===== config.mk =====
export PLATFORM = sky130hd
export DESIGN_NAME = mem_port_arbiter
export DESIGN_NICKNAME = d
export VERILOG_FILES = /design/src/rtl/mem_port_arbiter_pkg.sv /design/src/rtl/mem_port_arbiter.sv
export SDC_FILE = /design/constraint.sdc
export NUM_CORES = 1
export LEC_CHECK = 0
export ABC_CLOCK_PERIOD_IN_PS = 1700
export CAP_MARGIN = 15
export CORE_UTILIZATION = 37
export CTS_CLUSTER_DIAMETER = 50
export DETAILED_ROUTE_END_ITERATION = 8
export PLACE_DENSITY = 0.8
export SLEW_MARGIN = 20
export SYNTH_ARGS = -nofsm -noshare
export SYNTH_HDL_FRONTEND = slang
export SYNTH_SLANG_ARGS = --single-unit

===== constraint.sdc =====
create_clock -name clk -period 1.7 [get_ports clk]
set_input_delay 0.17 -clock clk [delete_from_list [all_inputs] [get_ports clk]]
set_output_delay 0.17 -clock clk [all_outputs]
set_load 0.03 [all_outputs]

===== src/rtl/mem_port_arbiter_pkg.sv =====
// Shared definitions for the unified memory port arbiter.
// Holds the arbiter FSM state encoding used by the top and its bench.
package mem_port_arbiter_pkg;

    typedef enum logic [1:0] {
        ST_IDLE  = 2'd0,
        ST_DATA  = 2'd1,
        ST_FETCH = 2'd2
    } arb_state_e;

endpackage


===== src/rtl/mem_port_arbiter.sv =====
// Arbitrates the single unified memory port between IF fetches and MEM loads/stores.
// Data accesses win over fetches; stall/bubble controls are exported to the pipeline top.
module mem_port_arbiter
    import mem_port_arbiter_pkg::*;
#(
    parameter int WIDTH     = 32,
    parameter int CNT_WIDTH = 16
) (
    input  logic                 clk,
    input  logic                 reset,
    input  logic                 InstrReqF,
    input  logic [WIDTH-1:0]     PCF,
    input  logic                 HazStallF,
    input  logic                 FetchKill,
    input  logic                 DataReqM,
    input  logic                 MemWriteM,
    input  logic [WIDTH-1:0]     ALUOutM,
    input  logic [WIDTH-1:0]     WriteDataM,
    output logic                 MemReq,
    output logic                 MemWE,
    output logic [WIDTH-1:0]     MemAddr,
    output logic [WIDTH-1:0]     MemWData,
    input  logic                 MemAck,
    input  logic [WIDTH-1:0]     MemRData,
    output logic [WIDTH-1:0]     InstrF,
    output logic                 InstrValidF,
    output logic [WIDTH-1:0]     ReadDataM,
    output logic                 DataDoneM,
    output logic                 StallAllMem,
    output logic                 FlushWMem,
    output logic                 StallFMem,
    output logic                 FlushDMem,
    output logic [CNT_WIDTH-1:0] StallCycles
);

    arb_state_e            r_state;
    arb_state_e            w_state_nxt;
    logic                  r_squash;
    logic                  w_squash_nxt;
    logic                  w_grant_data;
    logic                  w_grant_fetch;
    logic                  w_data_ack;
    logic                  w_fetch_accept;
    logic                  w_consume;
    logic                  w_req_nxt;
    logic                  w_we_nxt;
    logic [WIDTH-1:0]      w_addr_nxt;
    logic [WIDTH-1:0]      w_wdata_nxt;
    logic [WIDTH-1:0]      w_instr_nxt;
    logic                  w_valid_nxt;
    logic [WIDTH-1:0]      w_rdata_nxt;
    logic                  w_done_nxt;
    logic [CNT_WIDTH-1:0]  w_cnt_nxt;

    assign StallAllMem = DataReqM & ~DataDoneM;
    assign FlushWMem   = StallAllMem;
    assign StallFMem   = InstrReqF & ~InstrValidF & ~StallAllMem;
    assign FlushDMem   = StallFMem;

    // DataDoneM blocks a re-grant while the completed MEM op is still presented.
    assign w_grant_data   = (r_state == ST_IDLE) & DataReqM & ~DataDoneM;
    assign w_grant_fetch  = (r_state == ST_IDLE) & ~w_grant_data & InstrReqF & ~InstrValidF & ~FetchKill;
    assign w_data_ack     = (r_state == ST_DATA) & MemAck;
    assign w_fetch_accept = (r_state == ST_FETCH) & MemAck & ~r_squash & ~FetchKill;
    assign w_consume      = InstrValidF & ~StallAllMem & ~HazStallF;

    // State register.
    always_ff @(posedge clk) begin
        if (reset) begin
            r_state <= ST_IDLE;
        end else begin
            r_state <= w_state_nxt;
        end
    end

    // Next-state logic.
    always_comb begin
        w_state_nxt = r_state;
        case (r_state)
            ST_IDLE: begin
                if (w_grant_data) begin
                    w_state_nxt = ST_DATA;
                end else if (w_grant_fetch) begin
                    w_state_nxt = ST_FETCH;
                end else begin
                    w_state_nxt = ST_IDLE;
                end
            end
            ST_DATA, ST_FETCH: begin
                if (MemAck) begin
                    w_state_nxt = ST_IDLE;
                end else begin
                    w_state_nxt = r_state;
                end
            end
            default: w_state_nxt = ST_IDLE;
        endcase
    end

    // Memory request side: the granted request is latched once and held until ack.
    always_comb begin
        w_req_nxt    = MemReq;
        w_we_nxt     = MemWE;
        w_addr_nxt   = MemAddr;
        w_wdata_nxt  = MemWData;
        w_squash_nxt = r_squash;
        case (r_state)
            ST_IDLE: begin
                w_squash_nxt = 1'b0;
                if (w_grant_data) begin
                    w_req_nxt   = 1'b1;
                    w_we_nxt    = MemWriteM;
                    w_addr_nxt  = ALUOutM;
                    w_wdata_nxt = WriteDataM;
                end else if (w_grant_fetch) begin
                    w_req_nxt  = 1'b1;
                    w_we_nxt   = 1'b0;
                    w_addr_nxt = PCF;
                end else begin
                    w_req_nxt = 1'b0;
                end
            end
            ST_DATA: begin
                w_req_nxt = ~MemAck;
            end
            ST_FETCH: begin
                w_req_nxt = ~MemAck;
                if (MemAck) begin
                    w_squash_nxt = 1'b0;
                end else if (FetchKill) begin
                    w_squash_nxt = 1'b1;
                end else begin
                    w_squash_nxt = r_squash;
                end
            end
            default: begin
                w_req_nxt    = 1'b0;
                w_squash_nxt = 1'b0;
            end
        endcase
    end

    // Response side and stall counter; FetchKill outranks both fill and consumption.
    always_comb begin
        w_done_nxt = w_data_ack;
        if (w_data_ack && !MemWE) begin
            w_rdata_nxt = MemRData;
        end else begin
            w_rdata_nxt = ReadDataM;
        end
        if (w_fetch_accept) begin
            w_instr_nxt = MemRData;
        end else begin
            w_instr_nxt = InstrF;
        end
        if (FetchKill) begin
            w_valid_nxt = 1'b0;
        end else if (w_fetch_accept) begin
            w_valid_nxt = 1'b1;
        end else if (w_consume) begin
            w_valid_nxt = 1'b0;
        end else begin
            w_valid_nxt = InstrValidF;
        end
        if ((StallAllMem || StallFMem) && !(&StallCycles)) begin
            w_cnt_nxt = StallCycles + {{(CNT_WIDTH-1){1'b0}}, 1'b1};
        end else begin
            w_cnt_nxt = StallCycles;
        end
    end

    // Registered outputs.
    always_ff @(posedge clk) begin
        if (reset) begin
            r_squash    <= 1'b0;
            MemReq      <= 1'b0;
            MemWE       <= 1'b0;
            MemAddr     <= {WIDTH{1'b0}};
            MemWData    <= {WIDTH{1'b0}};
            InstrF      <= {WIDTH{1'b0}};
            InstrValidF <= 1'b0;
            ReadDataM   <= {WIDTH{1'b0}};
            DataDoneM   <= 1'b0;
            StallCycles <= {CNT_WIDTH{1'b0}};
        end else begin
            r_squash    <= w_squash_nxt;
            MemReq      <= w_req_nxt;
            MemWE       <= w_we_nxt;
            MemAddr     <= w_addr_nxt;
            MemWData    <= w_wdata_nxt;
            InstrF      <= w_instr_nxt;
            InstrValidF <= w_valid_nxt;
            ReadDataM   <= w_rdata_nxt;
            DataDoneM   <= w_done_nxt;
            StallCycles <= w_cnt_nxt;
        end
    end

endmodule


# After elaboration in Yosys (flattened, before gate mapping)
# Index checks and enable logic that the tools add are counted.
# classes
n_addsub,1
n_shift,0
n_bitwise,24
div,0
multipliers,0
n_mux,16
reduce_logical,14
order_cmp,0
eq_ne,4
# ops
cell,n
$mux W32,2
$add A16 B1 Y16 const B,1
$reduce_and A16 Y1,1
$and A1 B1 Y1,15
$not A1 Y1,9
$mux W1,8
$mux W2,3
$reduce_and A2 Y1,3
$pmux W1 S2,2
$pmux W2 S2,1
$reduce_bool A2 Y1,2
$reduce_or A2 Y1,2
$ne A3 B3 Y1 const B,1
$eq A2 B1 Y1 const B,1
$eq A2 B2 Y1 const B,1
$logic_and A1 B1 Y1,2
$logic_not A1 Y1,2
$logic_not A2 Y1,1
$ne A2 B1 Y1 const B,1
$logic_or A1 B1 Y1,1
# totals
ram_bits,0
out_inout_bits,152
mem_count,0
reg_bits,151
rom_bits,0
in_bits,136
word_cells,70
latch_bits,0

# Logic depth before layout (Yosys ltp)
# logic_depth
word_depth,11
ltp_mapped,8
ltp_nobuf,6

# Worst setup path after synthesis
# OpenSTA, ideal clock, no wires.
# synth_path
kind,register -> register
start,register StallCycles[2]
end,register StallCycles[15]
setup_ns,0.121
stages_incl_launch_ff,5
setup_slack_ns,-0.259
path_buffers,0
arrival_time_ns,1.838
path_cell_list,dfxtp_1 nand3_2 or4b_1 nor4_1 mux2_2
# synth_between
elab_chain_len,3
elab_cells_between_ends,4
# synth_rtl
item,line,source
start: declaration,mem_port_arbiter.sv:33,output logic [CNT_WIDTH-1:0] StallCycles
start signal: assignment,mem_port_arbiter.sv:184,StallCycles <= {CNT_WIDTH{1'b0}};
start signal: assignment,mem_port_arbiter.sv:195,StallCycles <= w_cnt_nxt;
branches (longest 3 deep; another with $add A16 B1 Y16),--,
# Several ways; the timed one is not identified.
# A chain may end at the register's enable or synchronous reset.

# Worst setup path in the final report
# layout_path
start,register StallCycles[5]
end,register StallCycles[13]
# The elaborated chain is that of the path after synthesis.

==> impl_results.md <==
* Number of global-route vias before repair at 5793
* Final period util at 1.01
* Cell Pwr Density at 904 mW/mm²
* Worst-path cell chain: nand3_1 -> or4b_4 -> or4_4 -> a21oi_2
* DRC Markers at 0
* Critical path type: flip-flop to flip-flop
* Top_reg_cell synth: dfxtp_1
* Share of total power in the clock network at 0.398
* Antenna cells at 0
* P_leak at between 3 and 4 nW
* Row count at 45
* Area share of the leading cell type in the synthesized netlist at 0.512
* DP Worst Slack at -0.283 ns
* Setup WS post-layout at -0.0179 ns
* Period minus WS final at roughly 1.7 ns
* Placer Congestion at 0.859
* Via count at approximately 6100
* Relative slew margins at 0.683
* Most common cell after layout, fill and taps aside: clkdlybuf4s50_1
* H-tree depth at 4
* MaxCap Viol Count at 0
* Syn_nets at about 850
* Critical-path maximum fanout at 4
* Die Wd at 128 µm
* Vias/cell at between 4 and 5
* Final sum of negative setup slack at -0.0328 ns
* First-pass GRT wire length at between 20 and 30 mm
* Worst reg2reg endpoint: StallCycles[13]
* RSZ-0062 raised after global routing: yes
* Comb pwr share at 0.188
* All-Layer GR Usage at 0.227
* Buffers on Ports at 287
* NumNets Final at about 1200
* Fraction of layout cells with a size suffix above 1 at 0.135
* Clk_skew at between 0.01 and 0.015 ns
* I/O pins at roughly 290
* Antenna Violating Nets Remaining at 0
* Setup violations, final at 2
* Critical R2R Launch: StallCycles[5]
* Commonest non-fill, non-tap cells in the layout: clkdlybuf4s50_1 (266), nand2_1 (201), dfxtp_1 (138)
* Reg-to-reg slack, setup at -0.02 ns
* Failing checks: setup timing
* Initial antenna violation count at 0
* Area of the core at approximately 0.015 mm²
* Fin. max-slew vios at 0
* Critical Path RT at 2.05 ns
* Mapped cell area at 0.00590 mm²
* Post-DR wirelength/cell at ~15 µm
* Total Routed Length at about 19 mm
* Synthesis-to-finish area growth at 72.1%
* Unique masters post-synth at 41
* CP max-delay cell: or4b_4
* Final hold violations at 0
* Crit path largest cell delay at between 0.5 and 0.6 ns
* Share of synthesized registers carrying an async set or reset at 0
* Worst Hold Path Cells at 2
* Clock slew at reported path FFs at 0.07 ns
* Switching pwr at roughly 2.6 mW
* Fin util at 0.660
* Crit path DAT at between 2 and 2.5 ns
* Placed wire-length estimate at 13.3 mm
* Synth area leaders: dfxtp_1 (51%), nand2_1 (13%), a21oi_1 (9.2%)
* Reg2Reg Depth at 4
* Root Buffer: clkbuf_16
* Status: finished with violations
* Die Footprint at 0.0165 mm²
* DR iter-0 viols at about 340
* CP Launch Type: flip-flop
* DR pass1 iterations at 4
* CTS Buf Count at 17
* Post-synth EDFFs at 0
* Sw frac at 0.285
* TritonCTS clock tree: done
* Slew @ Worst Pin at 0.476 ns
* Dominant cell type by area after synthesis: dfxtp_1
* Pwr Total at between 9 and 10 mW
* Yosys warnings at 0
* TritonCTS sink count at 151
* Cells after synthesis at between 700 and 800
* Synth Register Bits at roughly 150
* Max clock buf depth at 2
* Largest net degree at the start of global routing at 56
* Seq pwr share at 0.414
* Syn_area_per_cell at a little over 8 µm²
* Worst hold margin at 0.199 ns
* Maximum vdd drop at approximately 0.59 mV
* Die Span Y at 128 µm
* GR Overflow Total at 0
* Hold EP: r_state[0]
* Hold Path Class: primary input to flip-flop
* Hold path startpoint: reset
* Fmax achieved at approximately 0.58 GHz
* Clk_lat worst skew at approximately 0.42 ns
* Internal Pwr Total at approximately 6.6 mW
* Setup crit end kind: flip-flop
* Initial Util at 0.384
* Register area share after synthesis at 0.512
## stage by stage
step / area [µm²] / std cells
floorplan: 5970 / 710
global placement: 9350 / 1199
detailed placement: 9350 / 1199
CTS: 9950 / 1231
global route: 10200 / 1237
finish: 10200 / 1237
## critical path: cells and delay by family (launching register included)
family             cells  cell delay [ns]
DFF                    1             0.36
AOI/OAI and AO/OA      1             0.15
and+or+nand+nor        3             1.15
## power groups by stage
stage	clock (mW)	combinational (mW)	sequential [mW]
after floorplan	0	0.462	4.21
after global placement	0	1.66	3.87
after detailed placement	0	1.68	3.87
after CTS	3.75	1.69	3.80
after global routing	3.90	1.83	3.82
final	3.65	1.73	3.80
## area by class of cell
type | instances | area [µm²]
fill | 1248 | 5220
timing repair buffer | 337 | 3430
sequential | 151 | 3060
multi-input combinational | 496 | 2780
clock buffer | 18 | 450
tap | 211 | 264
clock inverter | 14 | 129
inverter | 10 | 42.5
## metal layers
layer / GRT usage / wire, µm / up-vias
li1: - / - / 3027
met1: 0.255 / 7560 / 2869
met2: 0.393 / 9710 / 206
met3: 0.0764 / 1490 / 32
met4: 0.0879 / 397 / 0
met5: 0 / 0 / -
## registers in the layout, summed over array words and instances, names as in the netlist
signal / count
r_state: 2
MemWE: 1
DataDoneM: 1
MemWData: 32
MemReq: 1
InstrValidF: 1
MemAddr: 32
StallCycles: 16
r_squash: 1
ReadDataM: 32
InstrF: 32
## what timing repair did
action,in CTS,in global routing
resized for setup,23,26
buffers inserted,0,4
gates cloned,0,3
setup endpoints to repair,39,44
hold buffers,0,0
pin swaps,0,6
## Yosys cell counts (all sizes together) (4+ instances only)
cell type / number
nand2: 202
dfxtp: 151
a21oi: 109
clkbuf: 46
nor2: 44
a211oi: 35
mux2i: 34
inv: 10
buf: 7
nand3: 6
nor2b: 6
ha: 5
nor3: 5
o31ai: 5
or4: 5
a31oi: 4
mux2: 4
o21ai: 4
## cells by family after synthesis
kind of cell | count (synthesis) | share of synthesized area
simple gates | 290 | 0.208
compound gates | 163 | 0.161
buf+inv | 63 | 0.0435
mux | 38 | 0.0653
fa+ha+maj | 5 | 0.0106
flops | 151 | 0.512
## how the worst max path moves through the flow
stage	slack [ns]	start	to	cells past startpoint
3_3_place_gp	-0.21	FetchKill	InstrF[19]	5
6_report	-0.02	StallCycles[5]	StallCycles[13]	4
3_5_place_dp	-0.28	FetchKill	MemAddr[17]	5
2_1_floorplan	-0.03	StallCycles[3]	StallCycles[15]	4
5_1_grt	-0.08	StallCycles[3]	StallCycles[11]	5
4_1_cts	0.01	DataDoneM	FlushDMem	6
(Power assumes the default switching activity.)
